## config.mk

```make
export PLATFORM = sky130hd
export DESIGN_NAME = simd_buf_write_queue
export DESIGN_NICKNAME = d
export VERILOG_FILES = /design/src/rtl/simd_buf_write_queue.sv
export SDC_FILE = /design/constraint.sdc
export NUM_CORES = 1
export LEC_CHECK = 0
export ABC_AREA = 1
export CAP_MARGIN = 20
export CORE_MARGIN = 8
export CORE_UTILIZATION = 63
export CTS_CLUSTER_SIZE = 14
export DETAILED_ROUTE_END_ITERATION = 8
export PLACE_DENSITY = 0.84
export RECOVER_POWER = 50
export REMOVE_ABC_BUFFERS = 1
export SLEW_MARGIN = 10
export SYNTH_ARGS = -nofsm -noshare
export SYNTH_HDL_FRONTEND = slang
export SYNTH_SLANG_ARGS = --single-unit
```

## constraint.sdc

```tcl
create_clock -name clk -period 13.6 [get_ports clk]
set_input_delay 1.36 -clock clk [delete_from_list [all_inputs] [get_ports clk]]
set_output_delay 1.36 -clock clk [all_outputs]
set_load 0.005 [all_outputs]
```

## src/rtl/simd_buf_write_queue.sv

```systemverilog
// SIMD result write queue: buffers namespace writes and drains them one namespace per handshake.
// Multi-hot requests are serialised lowest namespace first before the entry is popped.
module simd_buf_write_queue #(
  parameter int NUM_NS     = 6,
  parameter int ADDR_WIDTH = 32,
  parameter int DATA_WIDTH = 64,
  parameter int DEPTH      = 8
) (
  input  logic                       clk,
  input  logic                       reset,
  input  logic [NUM_NS-1:0]          wr_req_in,
  input  logic [ADDR_WIDTH-1:0]      wr_addr_in,
  input  logic [DATA_WIDTH-1:0]      wr_data_in,
  output logic                       in_ready,
  output logic                       out_valid,
  output logic [NUM_NS-1:0]          out_ns_sel,
  output logic [ADDR_WIDTH-1:0]      out_addr,
  output logic [DATA_WIDTH-1:0]      out_data,
  input  logic                       out_ready,
  output logic [$clog2(DEPTH):0]     occupancy,
  output logic                       idle,
  output logic                       overflow,
  input  logic                       clr_overflow
);

  localparam int PW = $clog2(DEPTH);
  localparam int OW = PW + 1;

  logic [NUM_NS-1:0]     req_mem  [DEPTH];
  logic [ADDR_WIDTH-1:0] addr_mem [DEPTH];
  logic [DATA_WIDTH-1:0] data_mem [DEPTH];

  logic [PW-1:0]     rptr, wptr;
  logic [OW-1:0]     occ;
  logic [NUM_NS-1:0] sent_mask;
  logic [NUM_NS-1:0] rem_mask;
  logic [NUM_NS-1:0] low_sel;
  logic              full, enq, drop, handshake, last_bit, pop;

  // Remaining namespaces of the head are its request minus those already written.
  assign rem_mask  = req_mem[rptr] & ~sent_mask;
  assign low_sel   = rem_mask & (~rem_mask + NUM_NS'(1));

  assign full      = (occ == OW'(DEPTH));
  assign enq       = (|wr_req_in) && !full;
  assign drop      = (|wr_req_in) && full;
  assign out_valid = (occ != '0);
  assign handshake = out_valid && out_ready;
  assign last_bit  = ((rem_mask & ~low_sel) == '0);
  assign pop       = handshake && last_bit;

  assign in_ready   = !full;
  assign idle       = (occ == '0);
  assign occupancy  = occ;
  assign out_ns_sel = out_valid ? low_sel : '0;
  assign out_addr   = out_valid ? addr_mem[rptr] : '0;
  assign out_data   = out_valid ? data_mem[rptr] : '0;

  // Storage needs no reset: every read is gated by out_valid.
  always_ff @(posedge clk) begin
    if (enq) begin
      req_mem[wptr]  <= wr_req_in;
      addr_mem[wptr] <= wr_addr_in;
      data_mem[wptr] <= wr_data_in;
    end
  end

  always_ff @(posedge clk) begin
    if (reset) begin
      rptr      <= '0;
      wptr      <= '0;
      occ       <= '0;
      sent_mask <= '0;
      overflow  <= 1'b0;
    end else begin
      if (enq)
        wptr <= wptr + PW'(1);
      if (pop) begin
        rptr      <= rptr + PW'(1);
        sent_mask <= '0;
      end else if (handshake) begin
        sent_mask <= sent_mask | low_sel;
      end
      case ({enq, pop})
        2'b10:   occ <= occ + OW'(1);
        2'b01:   occ <= occ - OW'(1);
        default: occ <= occ;
      endcase
      // A fresh drop wins over a coincident clear.
      if (drop)
        overflow <= 1'b1;
      else if (clr_overflow)
        overflow <= 1'b0;
    end
  end

endmodule

```

==> impl_summary.md <==
Synth
The number of different library cells used by synthesis comes to 33. The mean instance size in the synthesized netlist is 13.0 um^2. Of the post-synthesis cell area, the dominant cell type holds 0.751. Yosys printed 0 warnings. The most instantiated flip-flop cell in the synthesis netlist is edfxtp_1. The sequential share of the synthesized area is 0.763.

The synthesized design spends more area on one cell type than any other, namely edfxtp_1. Counting flops and latches in the post-synthesis netlist gives 836. The async set or reset register ratio after synthesis is 0.

Ranked by total cell area, the synthesized netlist is headed by edfxtp_1, o21ai_0, nor2_1. Summing every instance area after synthesis gives 0.0326 mm^2. Counting every instance in the synthesized netlist gives 2,511. The number of enable flip-flop cells after synthesis is 816.

Detailed routing
In this run the remaining antenna-violating nets after routing total 0. The final wirelength is 79.3 mm. The number of detailed-route iterations in the first pass is 8.

Dividing the detail-routed wire length by the instance count gives 23.2 um. The number of design-rule violations left by the first detailed-router iteration is 2,670. The total vias in the final route is 21,600. The per-cell via count in the routed design is 6.31.

After detailed routing, the number of remaining DRC violations is 0.

Clocking
Counting every sink on the clock net gives 836. The clock reaches the later pin of the worst-skew pair after 0.63 ns. TritonCTS built the clock tree. The root buffer cell is clkbuf_16.

The register clock-pin slew on the reported worst setup and hold paths is 0.06 ns. The number of gates given a new drive strength after cts is 0. The quantity of hold-fixing buffers added after cts is 0. The number of buffers on the longest clock path is 3. The H-tree generated during clock tree synthesis spans 3 levels. Buffers inserted during clock tree synthesis total 80. The buffer count from post-CTS setup fixing is 0.

Global routing
The wire length of the first global-routing pass is 120 mm. The initial antenna violation count came to 15. The final global-route overflow total is 0. The combined global-route utilization of all metal layers is 0.258. The largest net degree at the start of global routing is 303. The number of global-route vias before repair is 21,200.

Cells and area
The final-stage net count is 2,781. The library cells used most frequently in the layout, excluding fill and tap cells, are edfxtp_1, nor2_1, o21ai_0. Leaving out fill and tap cells, the most frequent cell in the layout is edfxtp_1. After filler insertion, the fill cell instance count of the layout stands at 3,009. The area growth from synthesis to layout is 16.0%. The proportion of layout cells with a drive suffix above 1 is 0.0597.

STA
The maximum clock frequency is 0.160 GHz. The setup TNS after final layout is 0 ns. The total count of max-transition violations in the final report is 84. The count of endpoints failing hold in the final timing report is 0. The clock period could shrink to 6.26 ns. Hold timing on the final database bottoms out at a slack of 0.464 ns.

The final worst clock skew is 0.0242 ns. At the pin with the least slew margin, the transition time is 2.20 ns. Setup violations remaining at the end of the flow were counted as 0. The max-slew headroom at the worst pin is -0.470. Setup repair after global routing left no endpoint under its margin. Of the available clock period, the critical path in the final layout requires 0.460.

Pwr
In this run the static leakage power is 12.7 nW. The cell area power density is 164 mW/mm^2. The maximum vdd ir drop is 0.118 mV.

Critical path
The arrival time of the worst setup path is 4.90 ns. The slowest stage of the critical path belongs to the cell buf_4. Walking the worst path, the cells encountered are clkinv_8 > buf_16 > buf_4 > o21ai_0 > o22ai_1 > o21ai_0 > a31oi_1 > clkdlybuf4s50_1. The maximum cell stage delay along the critical path is 0.86 ns.

The number of buffers and inverters on the critical path is 4. The startpoint type of the worst setup path is a flip-flop. The cell family contributing the most delay on the critical path is buffers and inverters. The setup path with the least slack is of type reg -> out.

The top fanout value on the critical path is 229. The worst setup path is captured at a primary output. The most frequent cell on the critical path is o21ai_0.

The required time at the worst-slack endpoint is 12.24 ns.

Die
The initialized floorplan defines 83 standard-cell rows. The I/O pin count is 216. After floorplanning, the core was sized to cover 0.0513 mm^2. The die is 244 um wide. The die is 244 um tall.

The initial utilization of the core area, before any placement, comes to 0.636. The floorplan step defined a die boundary enclosing 0.0593 mm^2.

Place
Buffers placed on the I/O ports in this run total 215. After legalization and detailed placement, the total HPWL measured 39.6 mm. The final estimated routing congestion in global placement is 0.766.

Outcome
The flow ran to the end, but the final reports show violations. The final reports fail on capacitance limit, slew limit.

Hold path
In this run the worst hold path is classified as reg -> reg.

Run
Max-cap violations in this run came to 3.
==> synth_stat cells (2+ instances only) <==
library cell,count
a21oi_1,9
nand2_2,2
nand3_2,10
o21ai_2,2
o21ai_0,491
xnor2_1,2
inv_1,50
buf_6,5
buf_2,24
inv_2,4
buf_4,2
buf_1,8
o22ai_1,97
dfxtp_1,20
nand2_1,67
ha_1,5
nand4_1,5
nor3_1,3
nor2_1,631
o211ai_1,2
a31oi_1,98
o21ai_1,4
nand3_1,19
clkbuf_1,127
edfxtp_1,816
==> where the power goes <==
part	leakage [nW]	switching (W)	internal [W]
registers	7.66	0.0000495	0.00300
logic	3.77	0.000604	0.000360
clock network	1.25	0.000921	0.00127
==> path summary, 6_finish.rpt <==
check / to / cells after the start / from / slack [ns]
setup / recovery: out_data[27] / 8 / flip-flop / 7.34
hold / removal: overflow / 2 / overflow / 0.46
setup reg to reg: data_mem[7][45] / 8 / occupancy[1] / 8.83
hold reg to reg: overflow / 2 / overflow / 0.46
==> routing by layer <==
metal | vias up | global-route usage | routed length, um
li1 | 9537 | - | -
met1 | 10500 | 0.328 | 29100
met2 | 1361 | 0.435 | 40000
met3 | 206 | 0.0446 | 7600
met4 | 4 | 0.114 | 2570
met5 | - | 0 | 25
==> final cells by class <==
cell class	count	area [um^2]	area share
diodes	13	32.5	0.000860
clock buffers	97	2150	0.0568
clock inverters	46	420	0.0111
inverters	55	229	0.00605
multi-input cells	1454	6870	0.182
flip-flops and latches	836	24900	0.658
well taps	680	851	0.0225
repair buffers	242	2380	0.0629
==> tightest hold or removal path, delay by kind of cell, from the launching register on <==
| family | cells | cell delay, ns |
|---|---|---|
| flip-flops | 1 | 0.30 |
| AO/OA/AOI/OAI | 1 | 0.05 |
| AND/OR/NAND/NOR | 1 | 0.06 |
==> state kept, by name (all words and copies together) (netlist names), named ones only <==
name,cells
data_mem,512
addr_mem,256
req_mem,48
sent_mask,6
occupancy,4
rptr,3
wptr,3
overflow,1
==> cell families (layout without fill, tap and decap cells) <==
group	Yosys count	after routing	share of synthesized area
XOR/XNOR	2	2	0.000537
flip-flops	836	836	0.763
adder cells (fa/ha/maj)	6	6	0.00253
other	0	13	0
AO/OA/AOI/OAI	705	705	0.116
AND/OR/NAND/NOR	741	741	0.0894
buffers and inverters	221	440	0.0279
==> metrics by stage <==
stage          cell area, um^2  worst slack, ns  instances  utilization  total power, W
4_1_cts                  37800             7.36       3409        0.737         0.00623
2_1_floorplan            31900             1.14       2345            -         0.00359
6_report                 37800             7.34       3423        0.738         0.00621
5_1_grt                  37800             7.18       3418        0.737         0.00640
3_5_place_dp             35200             8.12       3266        0.687         0.00406
3_3_place_gp             35200             8.27       3266        0.687         0.00402
No activity file was read; power rests on OpenSTA's default activity.
